### src/rtl/weight_encode_loader.sv
// weight_encode_loader: encodes signed 8-bit weight rows to 5-bit PE codes, buffers a tile, shifts it into the array
module weight_encode_loader #(
  parameter int SIZE = 8
) (
  input  logic                clk,
  input  logic                rst,
  input  logic [8*SIZE-1:0]   W_row_in,
  input  logic                W_row_valid,
  output logic                W_row_ready,
  input  logic                Load_go,
  output logic [5*SIZE-1:0]   Weight_out,
  output logic                Weight_out_valid,
  output logic                Load_done,
  output logic                Clamp_flag
);
  localparam int RCW = SIZE > 1 ? $clog2(SIZE) : 1;
  localparam logic [RCW-1:0] LAST = RCW'(SIZE - 1);

  typedef enum logic [1:0] {FILL, WAIT_GO, LOAD} state_t;

  // returns {clamped, M, v[3:0]}
  function automatic logic [5:0] enc(input logic [7:0] w);
    logic signed [4:0] q;
    logic signed [4:0] c;
    logic [3:0] v;
    q = 5'(($signed({w[7], w}) + 9'sd8) >>> 4);
    c = q > 5'sd7 ? 5'sd7 : q < -5'sd7 ? -5'sd7 : q;
    v = c[4] ? 4'(c - 5'sd1) : c[3:0];
    return w == 8'd0 ? 6'b010000 :
           ($signed(w) > 8'sd15 || $signed(w) < -8'sd15) ? {q != c, 1'b1, v} :
           {2'b00, w[4:1] - {3'b000, ~w[0] & ~w[7]}};
  endfunction

  state_t               r_state, w_next;
  logic [RCW-1:0]       r_rc, w_rd;
  logic [5*SIZE-1:0]    r_buf [SIZE];
  logic [5*SIZE-1:0]    r_wout, w_code;
  logic [SIZE-1:0]      w_clamp;
  logic                 r_valid, r_done, r_clamp;
  logic                 w_accept, w_end;

  for (genvar j = 0; j < SIZE; j++) begin : g_lane
    assign {w_clamp[j], w_code[5*j +: 5]} = enc(W_row_in[8*j +: 8]);
  end

  assign W_row_ready      = r_state == FILL;
  assign Weight_out       = r_wout;
  assign Weight_out_valid = r_valid;
  assign Load_done        = r_done;
  assign Clamp_flag       = r_clamp;
  assign w_accept         = r_state == FILL && W_row_valid;
  assign w_end            = r_state == LOAD && r_rc == '0;
  assign w_rd             = r_state == LOAD ? r_rc - 1'b1 : r_rc;

  always_comb begin
    w_next = r_state;
    w_next = r_state == FILL    ? (w_accept && r_rc == LAST ? WAIT_GO : FILL) :
             r_state == WAIT_GO ? (Load_go ? LOAD : WAIT_GO) :
             (w_end ? FILL : LOAD);
  end

  always_ff @(posedge clk) begin
    if (rst) r_state <= FILL;
    else     r_state <= w_next;
  end

  // rc counts up while filling, then walks back down so rows leave SIZE-1 first
  always_ff @(posedge clk) begin
    if (rst) begin
      r_rc    <= '0;
      r_wout  <= '0;
      r_valid <= 1'b0;
      r_done  <= 1'b0;
      r_clamp <= 1'b0;
    end else begin
      r_rc    <= w_accept && r_rc != LAST ? r_rc + 1'b1 :
                 r_state == LOAD && r_rc != '0 ? r_rc - 1'b1 : r_rc;
      r_valid <= w_next == LOAD;
      r_wout  <= w_next == LOAD ? r_buf[w_rd] : '0;
      r_done  <= w_end;
      r_clamp <= w_end ? 1'b0 : r_clamp | (w_accept & |w_clamp);
    end
  end

  always_ff @(posedge clk) begin
    if (w_accept && !rst) r_buf[r_rc] <= w_code;
  end
endmodule

### config.mk
export PLATFORM = sky130hd
export DESIGN_NAME = weight_encode_loader
export DESIGN_NICKNAME = d
export VERILOG_FILES = /design/src/rtl/weight_encode_loader.sv
export SDC_FILE = /design/constraint.sdc
export NUM_CORES = 1
export LEC_CHECK = 0
export BUFFER_PORTS_ARGS = -buffer_cell sky130_fd_sc_hd__buf_2
export CAP_MARGIN = 0
export CORE_ASPECT_RATIO = 0.5
export CORE_UTILIZATION = 65
export DETAILED_ROUTE_END_ITERATION = 7
export HOLD_SLACK_MARGIN = 0.05
export PLACE_DENSITY_LB_ADDON = 0.1
export SKIP_LAST_GASP = 1
export SYNTH_ARGS = -nofsm -noshare
export SYNTH_HDL_FRONTEND = slang
export SYNTH_SLANG_ARGS = --single-unit
### constraint.sdc
create_clock -name clk -period 8.5 [get_ports clk]
set_input_delay 1.7 -clock clk [delete_from_list [all_inputs] [get_ports clk]]
set_output_delay 1.7 -clock clk [all_outputs]
set_load 0.01 [all_outputs]
---- Word level (Yosys, flattened, before mapping) ----
Memory sizes are Yosys's and may differ from the RTL's. A register that Yosys moved wholly into a read port is not among the register bits.
Cells that the tools add are included.
word-level totals
  memory bits (writable) .................. 320
  latch bits .............................. 0
  input port bits ......................... 68
  memories ................................ 1
  output and inout bits ................... 44
  bits in read-only memories .............. 0
  bits in registers ....................... 8
cells by class
  order comparisons ....................... 32
  reductions and logical operators ........ 30
  equality and inequality tests ........... 13
  mux-type cells .......................... 50
  $add $sub $neg .......................... 26
  bitwise gates (word level) .............. 27
  div/mod/pow operators ................... 0
  shift-type cells ........................ 0
  $mul .................................... 0
memories
  name   words  width  rd ports  clocked after memory_dff  write ports  line  source
  r_buf  8      40     1         1                         1            36    logic [5*SIZE-1:0] r_buf [SIZE];
operator list
  kind                                                        count
  2-to-1 mux 6 bit                                            16
  2-to-1 mux 5 bit                                            16
  adder 8 x 5 -> 9 bit, second input constant                 8
  > comparator 8 x 5 -> 1 bit, second input constant          8
  logical NOT 8 bit                                           8
  less-than comparator 8 x 5 -> 1 bit, second input constant  8
  > comparator 5 x 4 -> 1 bit, second input constant          8
  less-than comparator 5 x 4 -> 1 bit, second input constant  8
  != test 5 bit                                               8
  2-to-1 mux 4 bit                                            8
  subtractor 4 x 1 -> 4 bit                                   8
  subtractor 4 x 2 -> 4 bit, second input constant            8
  inverter 1 bit                                              17
  bitwise AND 1 bit                                           9
  2-to-1 mux 3 bit                                            3
  logical OR 1 bit                                            8
  2-to-1 mux 2 bit                                            4
  OR reduction 8 bit                                          1
  logical AND 1 bit                                           6
  equality test 2 bit, second input constant                  2
  OR reduction 2 bit                                          2
  adder 3 x 1 -> 3 bit, second input constant                 1
  equality test 3 bit, second input constant                  1
  logical NOT 3 bit                                           1
  9 further kinds                                             11

---- Longest topological paths before layout ----
Gate-level depths: netlist of run 1.
  depth in word-level cells ............... 11
  mapped depth ............................ 14
  mapped depth without buffers ............ 14

---- Worst setup path after synthesis of run 1 ----
Ideal clock, no wire load.
  kind .................................... input-to-reg
  from .................................... input port rst
  to ...................................... memory r_buf[0][0] (netlist bit), enable pin
  cell stages on the path ................. 4
  arrival ................................. 4.959 ns
  slack ................................... 3.054 ns
  required time ........................... 8.013 ns
  cell sequence ........................... clkbuf_1 -> nor3_1 -> nand2_1 -> nor3_1
on the way
  word-level cells in the longest chain between the ends .. 4
RTL lines
  item                                    line  source
  start: declaration                      6     input logic rst,
  logical NOT 1 bit                       86    if (w_accept && !rst) r_buf[r_rc] <= w_code;
  logical AND 1 bit                       86
  2-to-1 mux 1 bit                        86
  2-to-1 mux 1 bit (implied by the code)  86
  end: declaration                        36
Every way passes these cells.

---- Worst setup path after layout of run 1 ----
  from .................................... input port W_row_in[44]
  to ...................................... memory r_buf[1][28] (netlist bit) (data pin)
on the way
  word-level cells in the longest chain between the ends .. 8
  elaborated cells between the ends (all ways) .. 14
RTL lines
  item                                 line  source
  start: declaration                   7     input logic [8*SIZE-1:0] W_row_in,
  adder 8 x 5 -> 9 bit                 26    q = 5'(($signed({w[7], w}) + 9'sd8) >>> 4);
  less-than comparator 5 x 4 -> 1 bit  27    c = q > 5'sd7 ? 5'sd7 : q < -5'sd7 ? -5'sd7 : q;
  2-to-1 mux 5 bit (2 in series)       27
  subtractor 4 x 2 -> 4 bit            28    v = c[4] ? 4'(c - 5'sd1) : c[3:0];
  2-to-1 mux 4 bit                     28
  2-to-1 mux 6 bit                     30    ($signed(w) > 8'sd15 || $signed(w) < -8'sd15) ? {q != c, 1'b1, v} :
  2-to-1 mux 6 bit *                   29    return w == 8'd0 ? 6'b010000 :
  net w_code[28]                       37    logic [5*SIZE-1:0] r_wout, w_code;
Mark *: on every way through the listed nets, which the timed path passes. The rest lies on a longest branch.

==> out/qor.csv, run 1 <==
stage,metric,value,unit
synthesis,Synth Area in Compound Gates,5.32,%
sta,Min Hold Slack,623,ps
sta,Setup Total Neg Slack,0,ps
clock_network,"Reg clk slew, reported paths",70,ps
sta,unrepaired setup endpoints after global routing,no,
floorplanning,Die X,230,um
global_routing,largest net degree at the start of global routing,53,
synthesis,largest family of logic cells by synthesized area,multiplexers,
floorplanning,initial core utilization,66.5,%
power_and_ir_drop,clock group share of total power,36.6,%
floorplanning,die area,26600,um^2
critical_path,WP buf/inv,2,
synthesis,"EDFF count, synth",320,
sta,worst clock skew,11.8,ps
route,DR vias/cell,6.17,
layout,area delta synth->final,11.9,%
power_and_ir_drop,Worst VDD drop,0.154,mV
clock_network,CTS resizes,0,
power_and_ir_drop,Sequential Power Share,52.3,%
route,initial DRC count,912,
clock_network,cts bufs inserted,30,
synthesis,Synth warnings,0,
critical_path,CP max FO,8,
route,post-route ant nets,0,
synthesis,Post-Synth XOR/XNOR Area,3.95,%
global_routing,total gr overflow,0,
power_and_ir_drop,P_leak,6.84,nW
floorplanning,IO Count,112,
global_routing,number of global-route vias before repair,10100,
synthesis,Async SR Flop Fraction,0,%
critical_path,critical path's most frequent cell,nand2_1,
power_and_ir_drop,Comb power frac,11.1,%
synthesis,Synth Area in Simple Gates,9.12,%
critical_path,Critical Path RT,8690,ps
placed_design,GPL Wtd Cong,0.871,
synthesis,main flop type after synthesis,edfxtp_1,
synthesis,syn_nets,1312,
sta,relative max-transition margin,21.3,%
sta,Final setup viols,0,
global_routing,first-pass GRT wire length,54200,um
clock_network,CTS tree,done,
sta,fin crit share,51.9,%
synthesis,post-synthesis adder-cell area fraction,5.64,%
floorplanning,Die Ht,116,um
clock_network,Num Clock Sinks,368,
worst_hold_path,Min-Delay Path Class,reg -> reg,
critical_path,Worst path slowest cell,o31ai_1,
placed_design,DP Area,17800,um^2
synthesis,register area share after synthesis,62.7,%
synthesis,mux cell area share after synthesis,10.8,%
clock_network,Max H-tree Level,1,
worst_hold_path,hold path start,r_rc[1],
power_and_ir_drop,Pint,3.04,mW
sta,pins over their slew limit,0,
layout,share of layout cells above drive strength 1,21.1,%
run_status,status,"finished, final reports clean",
layout,post-route cell area,18900,um^2
power_and_ir_drop,switch share,22.4,%
sta,min setup slack post-route,4090,ps
layout,Final Net Count,1428,
clock_network,"Clk Latency, worst-skew pair",550,ps
critical_path,CP Capture Type,flip-flop,
synthesis,Netlist Area Pre-Place,16800,um^2
placed_design,Final HPWL DP,22000,um
critical_path,CP peak stage delay,920,ps
synthesis,Mapped Avg Cell Area,14.4,um^2
clock_network,clock tree buffer depth,3,
global_routing,total global-route track usage,26.7,%
sta,final hold vios,0,
layout,multi-input combinational cell area,5970,um^2
layout,filler cell count,1571,
critical_path,Worst Path Arrival,4590,ps
synthesis,Mapped Cells,1168,
floorplanning,core area,25300,um^2
placed_design,setup slack after placement,3570,ps
critical_path,"delay-heaviest family, CP",compound AO/OA/AOI/OAI gates,
layout,"commonest non-fill, non-tap cell in the layout",edfxtp_1,
synthesis,library cells used by synthesis,55,
layout,antenna cells,0,
placed_design,number of I/O port buffers,111,
clock_network,Setup Buffers After CTS,0,
critical_path,CP Cell Sequence,buf_2 > nand2_1 > o21ai_0 > inv_1 > ha_1 > nand2_1 > ha_1 > nand2b_1 > nor2_1 > nand2_1 > xnor2_1 > o31ai_1,
floorplanning,FP Rows,41,
layout,FF+latch area,10600,um^2
route,DRC violation count after routing,0,
route,vias post-DR,10200,
route,drt pass-1 iters,7,
critical_path,kind of critical path,in -> reg,
route,DR WL/cell,21.3,um
job,# Max-Cap Violations,0,
route,WL final,35200,um
critical_path,CP Launch Point,W_row_in[44],
clock_network,hold bufs inserted after CTS,0,
power_and_ir_drop,Switch Pwr,881,uW
synthesis,"FF+latch count, synth",368,
sta,Least-Margin Pin Slew,1170,ps
global_routing,initial antenna violation count,0,
sta,Final min period,4410,ps
critical_path,Critical Path Source Type,input pin,
power_and_ir_drop,Power Density,208,nW/um^2
layout,most frequent cells in the layout,"edfxtp_1, nand2_1, buf_2",
sta,fmax,0.227,GHz
critical_path,reg2reg start,r_rc[1],
layout,utilization after layout,74.4,%
clock_network,Root Driver,clkbuf_16,
==> synthesized netlist by cell type (all sizes together), types with 2 or more instances <==
| cell | number | area share, % |
|---|---|---|
| a211oi | 3 | 0.13 |
| or4 | 9 | 0.40 |
| and2 | 5 | 0.19 |
| a211o | 2 | 0.10 |
| nor4 | 9 | 0.33 |
| o21a | 3 | 0.13 |
| o22ai | 11 | 0.41 |
| edfxtp | 320 | 57 |
| clkbuf | 23 | 0.52 |
| mux4 | 80 | 11 |
| nand2b | 23 | 0.90 |
| nor3 | 17 | 0.50 |
| nand3 | 45 | 1.3 |
| nor2b | 2 | 0.074 |
| a21o | 8 | 0.36 |
| o32ai | 2 | 0.10 |
| nor3b | 2 | 0.089 |
| nor2 | 88 | 2.0 |
| and4 | 4 | 0.21 |
| xnor2 | 45 | 2.5 |
| a221o | 5 | 0.30 |
| or3 | 2 | 0.074 |
| inv | 45 | 1.0 |
| or2 | 3 | 0.11 |
| o21ai | 34 | 1.0 |
| o31ai | 11 | 0.49 |
| ha | 76 | 5.6 |
| nand4 | 3 | 0.11 |
| dfxtp | 48 | 5.7 |
| buf | 20 | 0.89 |
| a22oi | 4 | 0.18 |
| a31oi | 4 | 0.19 |
| xor2 | 28 | 1.5 |
| a21oi | 51 | 1.5 |
| nand2 | 121 | 2.7 |
==> state kept, by name (all words and copies together) (netlist names) <==
register	flops
Weight_out_valid	1
Weight_out	40
r_rc	3
Clamp_flag	1
r_buf	320
r_state	2
Load_done	1
==> per-layer routing <==
layer	track usage, %	up-vias	part of all wire (%)
met1	36.5	5163	42
met4	5.70	0	1.3
met2	46.5	353	50
met5	0	-	0
li1	-	4637	-
met3	4.13	43	6.4
==> tightest hold or removal path, cell delays in order (launching register included) <==
cell and delay [ps]:
dfxtp_1 410, nand3_1 110, a21oi_1 60
==> stage by stage <==
| step | cells | power [mW] |
|---|---|---|
| global placement | 1596 | 2.50 |
| CTS | 1652 | 3.94 |
| floorplan | 1168 | 2.40 |
| global route | 1652 | 4.05 |
| finish | 1652 | 3.93 |
| detailed placement | 1596 | 2.52 |
==> power groups by stage <==
| stage | Clock, mW | Combinational (mW) | Sequential [mW] |
|---|---|---|---|
| floorplan | 0 | 0.311 | 2.09 |
| global placement | 0 | 0.409 | 2.09 |
| detailed placement | 0 | 0.432 | 2.09 |
| CTS | 1.45 | 0.435 | 2.05 |
| global route | 1.52 | 0.481 | 2.05 |
| finish | 1.44 | 0.437 | 2.05 |
==> path summary, 6_finish.rpt <==
check	to	slack [ps]	cells past startpoint
setup / recovery	r_buf[1][28]	4090	12
hold / removal	r_rc[1]	620	2
setup reg to reg	Weight_out[27]	5000	7
hold reg to reg	r_rc[1]	620	2
==> final cells by class <==
| cell class | instances | share of cell area [%] |
|---|---|---|
| clock buffers | 42 | 4.60 |
| clock inverters | 14 | 0.916 |
| inverters | 45 | 0.896 |
| multi-input cells | 712 | 31.6 |
| flip-flops and latches | 368 | 56.1 |
| well taps | 344 | 2.28 |
| repair buffers | 127 | 3.58 |
==> kinds of logic after synthesis <==
group	after synthesis
xor gates and xnor gates	73
DFF	368
AOI/OAI and AO/OA	145
adders and majority gates	76
and+or+nand+nor	336
muxes	82
buffers and inverters	88
Power figures use the tool's default switching activity.
==> run 2: changes to the inputs <==
--- a/config.mk
+++ b/config.mk
@@ -5,10 +5,11 @@
 export SDC_FILE = /design/constraint.sdc
 export NUM_CORES = 1
 export LEC_CHECK = 0
+export ABC_AREA = 1
 export BUFFER_PORTS_ARGS = -buffer_cell sky130_fd_sc_hd__buf_2
 export CAP_MARGIN = 0
 export CORE_ASPECT_RATIO = 0.5
-export CORE_UTILIZATION = 65
+export CORE_UTILIZATION = 61
 export DETAILED_ROUTE_END_ITERATION = 7
 export HOLD_SLACK_MARGIN = 0.05
 export PLACE_DENSITY_LB_ADDON = 0.1
==> constraint.sdc (replaced) <==
create_clock -name clk -period 4.6 [get_ports clk]
set_input_delay 0.92 -clock clk [delete_from_list [all_inputs] [get_ports clk]]
set_output_delay 0.92 -clock clk [all_outputs]
set_load 0.01 [all_outputs]
==> out/qor.csv, run 2 <==
stage,metric,value,unit,change
layout,utilization after layout,69.5,%,-4.9 points
layout,"commonest non-fill, non-tap cell in the layout",nor2_1,,
synthesis,Netlist Area Pre-Place,17500,um^2,+4.0%
synthesis,Async SR Flop Fraction,0,%,unchanged
power_and_ir_drop,P_leak,7.69,nW,+12%
synthesis,"EDFF count, synth",320,,unchanged
critical_path,CP Capture Type,flip-flop,,
power_and_ir_drop,Switch Pwr,1.81,mW,+110%
clock_network,clock tree buffer depth,3,,unchanged
clock_network,"Reg clk slew, reported paths",60,ps,about the same
route,vias post-DR,12900,,+26%
route,WL final,39800,um,+13%
power_and_ir_drop,Pint,5.32,mW,+75%
sta,Final min period,3600,ps,
sta,fin crit share,78.3,%,
critical_path,CP peak stage delay,660,ps,-260 ps
clock_network,cts bufs inserted,31,,+3.3%
global_routing,number of global-route vias before repair,12400,,+23%
sta,Least-Margin Pin Slew,1170,ps,-5.83 ps
global_routing,initial antenna violation count,0,,unchanged
critical_path,WP buf/inv,2,,unchanged
layout,Final Net Count,2004,,+40%
placed_design,Final HPWL DP,24200,um,+10%
synthesis,"FF+latch count, synth",368,,unchanged
layout,share of layout cells above drive strength 1,10.6,%,-10 points
critical_path,Worst Path Arrival,3850,ps,-740 ps
power_and_ir_drop,Power Density,367,nW/um^2,+76%
layout,filler cell count,2092,,+33%
synthesis,Mapped Avg Cell Area,9.94,um^2,-31%
clock_network,Max H-tree Level,1,,unchanged
synthesis,Mapped Cells,1763,,+51%
critical_path,CP Cell Sequence,buf_2 > ha_1 > nand3_1 > xor2_1 > inv_1 > ha_1 > o31ai_1 > ha_1 > nor3_1 > nor3b_1 > nand2_1 > o21ai_0 > a21oi_1 > a211oi_1,,
clock_network,hold bufs inserted after CTS,0,,unchanged
critical_path,critical path's most frequent cell,ha_1,,
layout,antenna cells,0,,unchanged
global_routing,total global-route track usage,27.1,%,+0.33 points
layout,area delta synth->final,10.9,%,
sta,final hold vios,0,,unchanged
placed_design,GPL Wtd Cong,0.900,,+3.3%
layout,max reg flops,320,,unchanged
layout,most frequent cells in the layout,"nor2_1, edfxtp_1, nand2_1",,
power_and_ir_drop,Sequential Power Share,53.3,%,+1.0 points
sta,unrepaired setup endpoints after global routing,no,,
clock_network,Num Clock Sinks,368,,unchanged
critical_path,CP max FO,8,,unchanged
worst_hold_path,Min-Delay Path Class,reg -> reg,,
job,# Max-Cap Violations,0,,unchanged
floorplanning,die area,29500,um^2,+11%
run_status,status,"finished, final reports clean",,
placed_design,number of I/O port buffers,111,,unchanged
critical_path,kind of critical path,in -> reg,,
critical_path,Critical Path RT,4840,ps,-3850 ps
sta,fmax,0.278,GHz,
global_routing,first-pass GRT wire length,62800,um,+16%
synthesis,Synth top cells by count,"nor2_1, edfxtp_1, nand2_1",,
floorplanning,initial core utilization,62.6,%,-3.8 points
critical_path,Critical Path Source Type,input pin,,
clock_network,"Clk Latency, worst-skew pair",570,ps,+20 ps
synthesis,Synth warnings,0,,unchanged
clock_network,CTS resizes,0,,unchanged
route,post-route ant nets,0,,unchanged
clock_network,Root Driver,clkbuf_16,,
clock_network,CTS tree,done,,
critical_path,"delay-heaviest family, CP",simple AND/OR/NAND/NOR gates,,
layout,Largest Register,r_buf,,
synthesis,register area share after synthesis,60.3,%,-2.4 points
synthesis,post-synth top area cell,edfxtp_1,,
floorplanning,IO Count,112,,unchanged
clock_network,Setup Buffers After CTS,0,,unchanged
synthesis,library cells used by synthesis,39,,-29%
floorplanning,Die Ht,122,um,+5.2%
route,initial DRC count,1211,,+33%
floorplanning,Die X,242,um,+5.2%
sta,relative max-transition margin,21.5,%,+0.24 points
power_and_ir_drop,clock group share of total power,33.6,%,-3.0 points
power_and_ir_drop,Comb power frac,13.1,%,+2.0 points
synthesis,main flop type after synthesis,edfxtp_1,,
sta,pins over their slew limit,0,,unchanged
route,DRC violation count after routing,0,,unchanged
synthesis,syn_nets,1907,,+45%
route,drt pass-1 iters,5,,-2
global_routing,largest net degree at the start of global routing,113,,+110%
sta,Final setup viols,0,,unchanged
floorplanning,FP Rows,43,,+4.9%
synthesis,ranking of synthesized cells by area,"edfxtp_1, nor2_1, dfxtp_1",,
synthesis,most numerous cell in the Yosys netlist,nor2_1,,
route,DR vias/cell,5.69,,-7.8%
sta,Setup Total Neg Slack,0,ps,unchanged
power_and_ir_drop,switch share,25.4,%,+3.0 points
power_and_ir_drop,Worst VDD drop,0.269,mV,+75%
floorplanning,core area,28000,um^2,+10%
global_routing,total gr overflow,0,,unchanged
route,DR WL/cell,17.6,um,-17%
critical_path,Worst path slowest cell,a211oi_1,,
sta,worst clock skew,10.4,ps,-1.42 ps
synthesis,Synth top area share,54.8,%,-2.2 points
## run 2: worst paths after layout
| path | start | end | slack, ps | depth (start not counted) |
|---|---|---|---|---|
| setup / recovery | W_row_in[43] | r_buf[0][28] | 1000 | 14 |
| hold / removal | Clamp_flag | Clamp_flag | 470 | 2 |
| setup reg to reg | r_state[1] | Weight_out[21] | 1480 | 13 |
| hold reg to reg | Clamp_flag | Clamp_flag | 470 | 2 |
## run 2: layout make-up
| cell class | count | area [um^2] | share of cell area (%) |
|---|---|---|---|
| repair buffers | 129 | 728 | 3.75 |
| inverters | 167 | 631 | 3.25 |
| clock inverters | 15 | 93.8 | 0.483 |
| flip-flops and latches | 368 | 10600 | 54.4 |
| well taps | 382 | 478 | 2.46 |
| multi-input cells | 1163 | 6110 | 31.5 |
| clock buffers | 39 | 816 | 4.20 |
## run 2: kinds of logic after synthesis
group	after synthesis	synth area share [%]
multiplexers	5	0.307
buffers and inverters	232	5.22
adder cells (fa/ha/maj)	76	5.43
AO/OA/AOI/OAI	299	9.39
XOR/XNOR	45	2.25
AND/OR/NAND/NOR	738	17.1
flip-flops	368	60.3
## run 2: layer usage
layer	GRT usage, %	up-vias	wire length [um]
li1	-	6210	-
met1	37.8	6086	17100
met2	45.4	512	18600
met3	3.90	65	3340
met4	6.57	0	733
met5	0	-	0
## run 2: metrics by stage
stage | cell area, um^2 | std cells | setup slack (ps) | hold WS, ps | total power, mW
CTS | 19400 | 2263 | 999 | 475 | 7.14
floorplan | 17500 | 1763 | 1100 | 474 | 4.51
detailed placement | 18500 | 2209 | 441 | 465 | 4.79
finish | 19400 | 2263 | 997 | 471 | 7.13
global placement | 18500 | 2209 | 689 | 444 | 4.74
global route | 19400 | 2263 | 730 | 486 | 7.41
## run 2: power groups by stage
stage / sequential (mW) / combinational, mW / clock (mW)
2_1_floorplan: 3.87 / 0.639 / 0
3_3_place_gp: 3.87 / 0.873 / 0
3_5_place_dp: 3.87 / 0.921 / 0
4_1_cts: 3.80 / 0.926 / 2.41
5_1_grt: 3.80 / 1.05 / 2.55
6_report: 3.80 / 0.935 / 2.40
## run 2: worst reg2reg max path, stage by stage (launching register included)
cell and delay, ps:
dfxtp_1 340, inv_2 50, nor2_4 130, inv_2 90, nand2_2 80, nand2_4 270, inv_4 830, buf_4 550
nor2_1 100, nor2_1 100, o21ai_0 120, nand3_1 130, nand2_1 80, a31oi_1 180
==> run 3: changes to the inputs <==
==> constraint.sdc (replaced) <==
create_clock -name clk -period 3.7 [get_ports clk]
set_input_delay 0.74 -clock clk [delete_from_list [all_inputs] [get_ports clk]]
set_output_delay 0.74 -clock clk [all_outputs]
set_load 0.01 [all_outputs]
==> out/qor.csv, run 3 (synthesis gave the netlist of run 2 again) <==
stage,metric,value,unit,change
run_status,status,"finished, final reports clean",,
global_routing,total gr overflow,0,,unchanged
placed_design,number of I/O port buffers,111,,unchanged
clock_network,"Clk Latency, worst-skew pair",520,ps,-50 ps
sta,Least-Margin Pin Slew,1310,ps,+140 ps
critical_path,reg2reg start,r_rc[0],,
sta,fin crit share,86.2,%,
layout,"commonest non-fill, non-tap cell in the layout",nor2_1,,
route,drt pass-1 iters,7,,+2
layout,antenna cells,0,,unchanged
critical_path,CP Cell Sequence,buf_2 > ha_1 > nand3_1 > xor2_1 > ha_1 > o31ai_1 > ha_1 > nor3_1 > nand4_1 > xor2_1 > a21boi_0,,
route,DR vias/cell,5.69,,about the same
critical_path,R2R Setup Slk,1230,ps,-250 ps
critical_path,CP peak stage delay,580,ps,-80 ps
route,DR WL/cell,17.9,um,+1.6%
sta,Final setup viols,0,,unchanged
clock_network,hold bufs inserted after CTS,0,,unchanged
route,post-route ant nets,0,,unchanged
placed_design,Final HPWL DP,24600,um,+1.7%
critical_path,kind of critical path,in -> reg,,
global_routing,total global-route track usage,28.3,%,+1.2 points
critical_path,Critical Path Source Type,input pin,,
global_routing,initial antenna violation count,0,,unchanged
sta,relative max-transition margin,12.1,%,-9.4 points
global_routing,number of global-route vias before repair,12700,,+2.6%
global_routing,largest net degree at the start of global routing,159,,+41%
critical_path,Worst path slowest cell,a21boi_0,,
worst_hold_path,Min-Delay Path Class,in -> reg,,
layout,share of layout cells above drive strength 1,12.4,%,+1.8 points
placed_design,GPL Wtd Cong,0.878,,-2.5%
power_and_ir_drop,P_leak,7.96,nW,+3.5%
layout,most frequent cells in the layout,"nor2_1, edfxtp_1, nand2_1",,
route,initial DRC count,1301,,+7.4%
worst_hold_path,Hold Path Stages,2,,unchanged
clock_network,cts bufs inserted,34,,+9.7%
sta,final hold vios,0,,unchanged
clock_network,Setup Buffers After CTS,0,,unchanged
layout,Largest Register,r_buf,,
clock_network,clock tree buffer depth,3,,unchanged
critical_path,critical path's most frequent cell,ha_1,,
critical_path,Critical Path RT,3920,ps,-920 ps
sta,fmax,0.313,GHz,
floorplanning,Die Ht,122,um,unchanged
worst_hold_path,hold path start,rst,,
placed_design,cell count after placement,2240,,+1.4%
floorplanning,die area,29500,um^2,unchanged
clock_network,"Reg clk slew, reported paths",60,ps,about the same
floorplanning,initial core utilization,62.6,%,unchanged
critical_path,CP max FO,8,,unchanged
floorplanning,IO Count,112,,unchanged
placed_design,DP Area,18800,um^2,+1.4%
sta,Final min period,3190,ps,
layout,area delta synth->final,13.4,%,
power_and_ir_drop,Power Density,473,nW/um^2,+29%
layout,Final Net Count,2038,,+1.7%
job,# Max-Cap Violations,0,,unchanged
clock_network,Max H-tree Level,2,,+1
sta,pins over their slew limit,0,,unchanged
route,vias post-DR,13100,,+1.7%
critical_path,CP Capture Type,flip-flop,,
clock_network,Root Driver,clkbuf_16,,
clock_network,CTS tree,done,,
power_and_ir_drop,Worst VDD drop,0.256,mV,-5.0%
sta,Min Hold Slack,448,ps,-23.4 ps
worst_hold_path,Hold Path End,r_state[0],,
layout,max reg flops,320,,unchanged
clock_network,Num Clock Sinks,368,,unchanged
sta,unrepaired setup endpoints after global routing,no,,
layout,Non-Filler Instances,2302,,+1.7%
critical_path,r2r endpoint,Weight_out[31],,
critical_path,worst reg-to-reg path cell count,10,,-3
floorplanning,Die X,242,um,unchanged
floorplanning,FP Rows,43,,unchanged
critical_path,Worst Path Arrival,3410,ps,-440 ps
route,WL final,41100,um,+3.3%
route,DRC violation count after routing,0,,unchanged
floorplanning,core area,28000,um^2,unchanged
global_routing,first-pass GRT wire length,65100,um,+3.6%
sta,worst clock skew,9.53,ps,-0.892 ps
layout,post-route cell area,19900,um^2,+2.3%
## run 3: changes by cell type in the layout (fill, tap and decap cells not counted)
cell | previous run | this run
clkinvlp_4 | 4 | 1
bufinv_16 | 0 | 1
clkbuf_16 | 31 | 37
a211oi_1 | 4 | 3
clkbuf_8 | 1 | 3
clkbuf_1 | 7 | 9
inv_6 | 2 | 1
buf_12 | 3 | 5
buf_4 | 15 | 44
a211oi_2 | 0 | 1
inv_2 | 3 | 4
## run 3: area by class of cell
| class | count | area, um^2 |
|---|---|---|
| sequential | 368 | 10600 |
| fill | 2062 | 8100 |
| multi-input combinational | 1163 | 6120 |
| clock buffer | 49 | 1000 |
| timing repair buffer | 160 | 986 |
| inverter | 167 | 629 |
| tap | 382 | 478 |
| clock inverter | 13 | 97.6 |
## run 3: routing by layer
metal  global-route usage, %  vias to the layer above  share of wire [%]
met4                    7.08                        0                1.3
li1                        -                     6301                  -
met3                    3.83                       46                7.1
met1                    39.6                     6265                 44
met2                    47.4                      485                 47
met5                       0                        -                  0
## run 3: worst max path at each step
stage	startpoint	endpoint	slack, ps	cells past startpoint
floorplan	W_row_in[43]	r_buf[0][28]	380	13
global placement	W_row_in[43]	r_buf[6][28]	10	14
detailed placement	W_row_in[43]	r_buf[6][28]	-150	14
CTS	W_row_in[43]	r_buf[0][28]	380	14
global route	W_row_in[3]	r_buf[6][3]	140	11
finish	W_row_in[3]	r_buf[6][3]	510	11
## run 3: critical path: cells and delay by family
family | cells | cell delay, ps
simple gates | 3 | 670
fa+ha+maj | 3 | 760
buf+inv | 1 | 140
xor+xnor | 2 | 440
compound gates | 2 | 650
## run 3: per-stage QoR
step	TNS, ps	setup slack [ps]	util [%]	power (mW)
after floorplan	0	381	-	5.60
after global placement	0	12.0	67.1	5.96
after detailed placement	-1510	-149	67.1	6.03
after CTS	0	382	71.0	9.42
after global routing	0	144	71.1	9.75
final	0	510	71.1	9.40
## run 3: repair_timing
action,in CTS,in global routing
hold endpoints to repair,0,0
gates resized for setup,0,1
endpoints found under the setup margin,0,8
## run 3: power breakdown
part / switching, mW / internal (mW) / total, mW
Clock: 1.47 / 1.97 / 3.44
Combinational: 0.839 / 0.397 / 1.24
Sequential: 0.0173 / 4.71 / 4.72
